$ cat config.mk
export PLATFORM = sky130hd
export DESIGN_NAME = weight_buffer_loader_b3
export DESIGN_NICKNAME = d
export VERILOG_FILES = /design/src/rtl/weight_buffer_loader_b3_pkg.sv /design/src/rtl/weight_buffer_loader_b3_weight_packer.sv /design/src/rtl/weight_buffer_loader_b3.sv
export SDC_FILE = /design/constraint.sdc
export NUM_CORES = 1
export LEC_CHECK = 0
export CORE_MARGIN = 5
export CORE_UTILIZATION = 39
export DETAILED_ROUTE_END_ITERATION = 7
export SLEW_MARGIN = 20
export SYNTH_ARGS = -nofsm -noshare
export SYNTH_HDL_FRONTEND = slang
export SYNTH_SLANG_ARGS = --single-unit
$ cat constraint.sdc
create_clock -name clk -period 2.4 [get_ports clk]
set_input_delay 0.36 -clock clk [delete_from_list [all_inputs] [get_ports clk]]
set_output_delay 0.36 -clock clk [all_outputs]
set_load 0.05 [all_outputs]
$ cat src/rtl/weight_buffer_loader_b3_pkg.sv
// weight_buffer_loader_b3_pkg: block-3 weight buffer geometry and loader state encoding
package weight_buffer_loader_b3_pkg;
    localparam int W_WIDTH    = 7;
    localparam int PACK       = 4;
    localparam int DEPTH      = 128;
    localparam int ADDR_WIDTH = 7;
    localparam int WORD_WIDTH = W_WIDTH * PACK;
    localparam int LANE_WIDTH = $clog2(PACK);

    typedef enum logic [1:0] {
        IDLE  = 2'd0,
        LOAD  = 2'd1,
        FLUSH = 2'd2,
        DONE  = 2'd3
    } state_t;
endpackage

$ cat src/rtl/weight_buffer_loader_b3_weight_packer.sv
// weight_packer: shifts weights into a word, first weight ending up in the top lane
module weight_packer
    import weight_buffer_loader_b3_pkg::*;
(
    input  logic                  clk,
    input  logic                  rst_n,
    input  logic                  clear,
    input  logic                  accept,
    input  logic [W_WIDTH-1:0]    data,
    output logic                  lane_last,
    output logic                  word_valid,
    output logic [WORD_WIDTH-1:0] word
);
    logic [LANE_WIDTH-1:0] lane;
    logic [WORD_WIDTH-1:0] pack;
    logic [WORD_WIDTH-1:0] next_pack;

    assign next_pack = {pack[WORD_WIDTH-W_WIDTH-1:0], data};
    assign lane_last = lane == LANE_WIDTH'(PACK - 1);

    always_ff @(posedge clk or negedge rst_n) begin
        if (!rst_n) begin
            lane       <= '0;
            pack       <= '0;
            word_valid <= 1'b0;
            word       <= '0;
        end else if (clear) begin
            lane       <= '0;
            pack       <= '0;
            word_valid <= 1'b0;
        end else begin
            word_valid <= accept && lane_last;
            if (accept) begin
                pack <= next_pack;
                lane <= lane_last ? '0 : lane + 1'b1;
                if (lane_last)
                    word <= next_pack;
            end
        end
    end
endmodule

$ cat src/rtl/weight_buffer_loader_b3.sv
// weight_buffer_loader_b3: packs streamed weights into 128 RAM words and flags completion
module weight_buffer_loader_b3
    import weight_buffer_loader_b3_pkg::*;
(
    input  logic                  clk,
    input  logic                  rst_n,
    input  logic                  start,
    input  logic                  abort,
    input  logic                  w_in_valid,
    input  logic [W_WIDTH-1:0]    w_in_data,
    output logic                  w_in_ready,
    output logic                  ram_we,
    output logic [ADDR_WIDTH-1:0] ram_addr,
    output logic [WORD_WIDTH-1:0] ram_wdata,
    output logic                  busy,
    output logic                  load_done
);
    state_t                state, state_next;
    logic [ADDR_WIDTH-1:0] addr;
    logic [ADDR_WIDTH:0]   words_taken;
    logic                  accept, clear, lane_last, last_word;

    assign w_in_ready = state == LOAD;
    assign busy       = state == LOAD || state == FLUSH;
    assign load_done  = state == DONE;
    assign ram_addr   = addr;
    assign accept     = w_in_valid && w_in_ready && !abort;
    assign clear      = start && !abort && (state == IDLE || state == DONE);
    // a word may still be in flight to the RAM, so count it as taken
    assign words_taken = {1'b0, addr} + {{ADDR_WIDTH{1'b0}}, ram_we};
    assign last_word   = accept && lane_last && words_taken == (ADDR_WIDTH+1)'(DEPTH - 1);

    weight_packer u_packer (
        .clk        (clk),
        .rst_n      (rst_n),
        .clear      (clear),
        .accept     (accept),
        .data       (w_in_data),
        .lane_last  (lane_last),
        .word_valid (ram_we),
        .word       (ram_wdata)
    );

    always_ff @(posedge clk or negedge rst_n) begin
        if (!rst_n) begin
            state <= IDLE;
            addr  <= '0;
        end else begin
            state <= state_next;
            if (clear)
                addr <= '0;
            else if (ram_we)
                addr <= addr + 1'b1;
        end
    end

    always_comb begin
        state_next = state;
        case (state)
            IDLE, DONE: state_next = clear ? LOAD : state;
            LOAD:       state_next = abort ? IDLE : last_word ? FLUSH : LOAD;
            FLUSH:      state_next = abort ? IDLE : DONE;
            default:    state_next = IDLE;
        endcase
    end
endmodule

Word-level counts from Yosys, hierarchy flattened. Cells that the tools add are included.

Bits of input ports: 12. Bits in latches: 0. Memories: 0. RAM bits: 0. Output and inout port bits: 39. Word-level logic and storage cells: 43. ROM bits: 0. Bits in registers: 61.

Bitwise gates (word level): 1. Reductions and logical operators: 14. Div/mod/pow operators: 0. Shifts and indexed selects: 0. Equal/unequal tests: 6. Add/sub/neg operators: 3. $mul: 0. $lt $le $gt $ge: 0. Mux-type cells: 13.

Operator list (number): $mux W21 (2); $mux W2 (7); $mux W7 (2); $add A7 B1 Y8 (1); $eq A8 B7 Y1 const B (1); $add A7 B1 Y7 const B (1); $eq A2 B2 Y1 const B (3); $logic_and A1 B1 Y1 (6); $pmux W2 S3 (1); $reduce_bool A2 Y1 (2); $reduce_and A3 Y1 (1); $add A2 B1 Y2 const B (1); $eq A2 B1 Y1 const B (1); $logic_not A2 Y1 (1); $logic_or A1 B1 Y1 (2); $ne A2 B2 Y1 const B (1); $reduce_or A2 Y1 (1); $logic_not A1 Y1 (1); $mux W1 (1); $not A1 Y1 (1).

Depth between registers and ports, before layout.
Depth after elaboration: 8. Gate-level depth with buffers: 9. Gate-level depth less buffers: 6.

By module. A second synthesis with hierarchy kept.

Cells, all modules: 198. Area, all modules: 2642.5 um2.

Modules (own cells, without submodules): weight_packer (cells an instance 137, area each 2054.5 um2, sequential area each 1301.2 um2, times used 1); weight_buffer_loader_b3 (cells an instance 61, area each 588.1 um2, sequential area each 225.2 um2, times used 1).

Worst setup path before layout. Ideal clock, no wire load.

Kind: register -> register. Start: register state[1]. End: register u_packer.word[15]. Required time: 2275 ps. Buffers on the path: 3. Cell stages (with the launch flop): 10. Path slack: 269 ps. Library setup time: 125 ps. Clock period less this slack: 2131 ps. Data arrival time: 2006 ps. Cells stage by stage: dfrtp_1 inv_1 ha_1 nor2b_1 and2_1 buf_4 nand3_2 buf_6 buf_6 mux2_4.

Elaborated cells between the ends (all ways): 9. Classes of those cells: eq/ne (2); bitwise (1); reduce/logical (6).

RTL lines: start: declaration (RTL line weight_buffer_loader_b3.sv:18) `state_t state, state_next;`; start signal: assignment (RTL line weight_buffer_loader_b3.sv:49) `state <= state_next;`; $eq A2 B1 Y1 (RTL line weight_buffer_loader_b3.sv:23) `assign w_in_ready = state == LOAD;`; named net w_in_ready (RTL line weight_buffer_loader_b3.sv:11) `output logic w_in_ready,`; $logic_and A1 B1 Y1 (2 in series) (RTL line weight_buffer_loader_b3.sv:27) `assign accept = w_in_valid && w_in_ready && !abort;`; $reduce_and A3 Y1 (no line); end signal: assignment (RTL line weight_buffer_loader_b3_weight_packer.sv:37) `word <= next_pack;`; end: declaration (RTL line weight_buffer_loader_b3_weight_packer.sv:12) `output logic [WORD_WIDTH-1:0] word`.

The timed path passes the listed nets, and every way through them passes these cells. A chain may end at the register's enable or synchronous reset.

Worst setup path in the final report.
Start: register state[1]. End: output port w_in_ready.

Word-level cells in the longest chain between the ends: 1.

RTL lines (RTL line): $eq A2 B1 Y1 (weight_buffer_loader_b3.sv:23); end: declaration (weight_buffer_loader_b3.sv:11).

Every way passes these cells.

==> out/qor.yml <==
cts:
  cts.repair.resized: 0
  h-tree-depth: 3
  clock_sinks: 61
  cts_max_path_buffers: 2
  clkSlewWorstSetupHoldPaths_ns: 0.07
  cts_buffers: 9
  cts_tree: "built"
  cts_hold_buf: 0
  cts-root-buf: "clkbuf_8"
  insertion_delay_ns: 0.34
  cts_setup_buffers: 0
synth:
  synth-edff-count: 0
  synth_top_family_by_area: "multiplexers"
  yosys_warnings: 0
  synth_largest_area_cell: "dfrtp_1"
  ys_ff_latch: 61
  yosys.area.top_type_share_pct: 58.8
  yosys.area_share.adder_pct: 3.86
  synth.distinct_cells: 28
  synth.most_common_cell: "dfrtp_1"
  synth-compound-area-share_pct: 7.18
  synth-simple-area-share_pct: 12.0
  synth-xor-area-share_pct: 1.35
  synth-async-reset-ratio_pct: 100
  avgSynthCellArea_um2: 11.6
  syn-num-nets: 243
  ys.flop_type: "dfrtp_1"
  yosys-top-cells-area: "dfrtp_1 (59%), mux2_2 (8.2%), nand2_1 (7.1%), mux2_4 (5.2%), a21oi_1 (4.8%)"
  synth_cells: 223
  synth_mux_area_share_pct: 13.8
  syn_area_mm2: 0.00259
  synth_common_cells: "dfrtp_1 (61), nand2_1 (49), a21oi_1 (25), mux2_2 (19), mux2_4 (9)"
  synth-seq-area-share_pct: 58.8
min_path:
  worstHoldPathType: "input pin to asynchronous set/reset pin"
floorplan:
  die-area_mm2: 0.00839
  num_io_pins: 51
  initial_core_util_pct: 40.4
  row_count: 29
  die_w_um: 91.6
  coreArea_mm2: 0.00642
  die_h_um: 91.6
setup_path:
  arrival_ns: 1.83
  cpMaxStageDelayCell: "clkdlybuf4s50_1"
  startpoint_type: "flip-flop"
  cpPeakStageDelay_ns: 0.82
  path_max_fanout: 3
  crit_buf_inv: 2
  crit_family: "buffers and inverters"
  worst_setup_path_end_kind: "output port"
  cp_cell_sequence: "inv_1, ha_1, clkdlybuf4s50_1"
  required_ns: 2.04
  critPathKind: "flip-flop to output port"
global_routing:
  grt_usage_pct: 14.5
  grt_overflow: 0
  grt_pass1_wl_um: 9630
  antenna_found_initial: 0
  grt_pass1_vias: 1961
  grt_max_degree: 62
final_layout:
  post-route-util_pct: 53.2
  syn_to_final_growth_pct: 31.7
  layout-drive-gt1-share_pct: 19.0
  fin_nets: 299
  design_area_mm2: 0.00342
  diodes: 0
detailed_routing:
  wl_per_cell_um: 15.0
  vias_per_cell: 4.94
  drt-total-wl_um: 5430
  drt-initial-drc-count: 95
  ant_nets: 0
  vias: 1782
  drt_pass1_iterations: 4
  drc: 0
sta:
  grt_setup_unrepaired: "no"
  fin_worst_skew_ns: 0.00835
  setup_viol: 0
  hold_viol_final: 0
  period_needed_ns: 2.19
  timing.fmax_ghz: 0.457
  fin_crit_sh_pct: 91.1
  timing.setup.tns_ns: 0
  worst_pin_slew_ns: 0.662
  slew_viol_final: 0
  maxSlewHeadroom_pct: 54.7
placed_design:
  port_buffers: 50
  place_area_mm2: 0.00320
  dpl.hpwl_um: 3470
  gp_congestion: 0.759
power:
  p_total_mw: 3.40
  leakagePower_nw: 1.62
  vdd_ir_drop_max_mv: 0.707
  power.density_mw_per_mm2: 996
  pwr-share-comb_pct: 29.2
  p_switching_mw: 1.21
  p_clk_share_pct: 29.9
  p_int_mw: 2.19
  p_sw_share_pct: 35.5
  p_seq_share_pct: 40.9
flow_run:
  max_cap_viol_count: 0
status:
  status: "finished clean"
[power by group through the flow]
| stage | Clock [mW] | Combinational (mW) | Sequential (mW) |
|---|---|---|---|
| after global routing | 1.10 | 1.10 | 1.43 |
| after global placement | 0 | 0.985 | 1.40 |
| after detailed placement | 0 | 0.998 | 1.41 |
| after CTS | 1.05 | 1.00 | 1.39 |
| final | 1.02 | 0.994 | 1.39 |
| after floorplan | 0 | 0.521 | 1.55 |
[stage by stage]
step / instances / hold WS, ns / setup slack, ns
2_1_floorplan: 223 / 0.0644 / 0.269
6_report: 361 / 0.00908 / 0.213
3_3_place_gp: 345 / 0.400 / 0.406
5_1_grt: 361 / 0.0459 / 0.0936
3_5_place_dp: 345 / 0.399 / 0.371
4_1_cts: 361 / 0.0264 / 0.189
[placed cells by master (no fill, tap or decap), types with 2 or more instances in the layout]
cell,Yosys,routed
nand3b_1,2,2
dfrtp_1,61,61
mux2_4,9,9
nor2_1,7,6
inv_1,4,4
a21oi_1,25,25
nand2_1,49,49
clkdlybuf4s50_1,0,48
bufinv_16,0,2
ha_1,8,8
buf_12,0,2
or3_1,2,2
buf_4,1,5
nand4_1,3,3
nor2b_1,4,4
clkbuf_8,0,9
clkinv_4,0,2
o21ai_0,6,6
mux2_2,19,19
xor2_1,3,3
[layer usage]
layer  up-vias  GRT usage, %  wire (µm)
met4         0          9.17        202
li1        867             -          -
met1       861          19.7       2590
met5         -             0          0
met3        14          2.56        187
met2        40          21.2       2460
[logic make-up after synthesis]
kind of cell,Yosys count
adders and majority gates,8
and+or+nand+nor,71
buffers and inverters,15
muxes,29
AOI/OAI and AO/OA,35
xor gates and xnor gates,4
DFF,61
[final timing paths]
path / from / end / slack (ns) / cells past startpoint
worst max register to register: u_packer.word_valid$_DFF_PN0_ / state[0]$_DFFE_PN0P_ / 0.37 / 6
min in group clk: u_packer.word[5]$_DFFE_PN0P_ / u_packer.word[5]$_DFFE_PN0P_ / 0.51 / 1
max in group asynchronous: rst_n / u_packer.word[25]$_DFFE_PN0P_ / 2.11 / 2
worst min register to register: u_packer.word[5]$_DFFE_PN0P_ / u_packer.word[5]$_DFFE_PN0P_ / 0.51 / 1
worst max-delay path: state[1]$_DFFE_PN0P_ / w_in_ready / 0.21 / 3
worst min-delay path: rst_n / ram_addr[4]$_DFFE_PN0P_ / 0.009 / 2
[cell type report]
class	instances	area, µm²
fill	573	3000
sequential	61	1530
multi-input combinational	147	995
timing repair buffer	56	563
clock buffer	9	124
clock inverter	7	98.8
tap	77	96.3
inverter	4	15.0
[state kept, by name, summed over array words and instances, names as in the netlist]
signal	cells
u_packer.word_valid	1
u_packer.lane	2
u_packer.pack	21
state	2
ram_addr	7
u_packer.word	28
No activity file was read; power rests on OpenSTA's default activity.
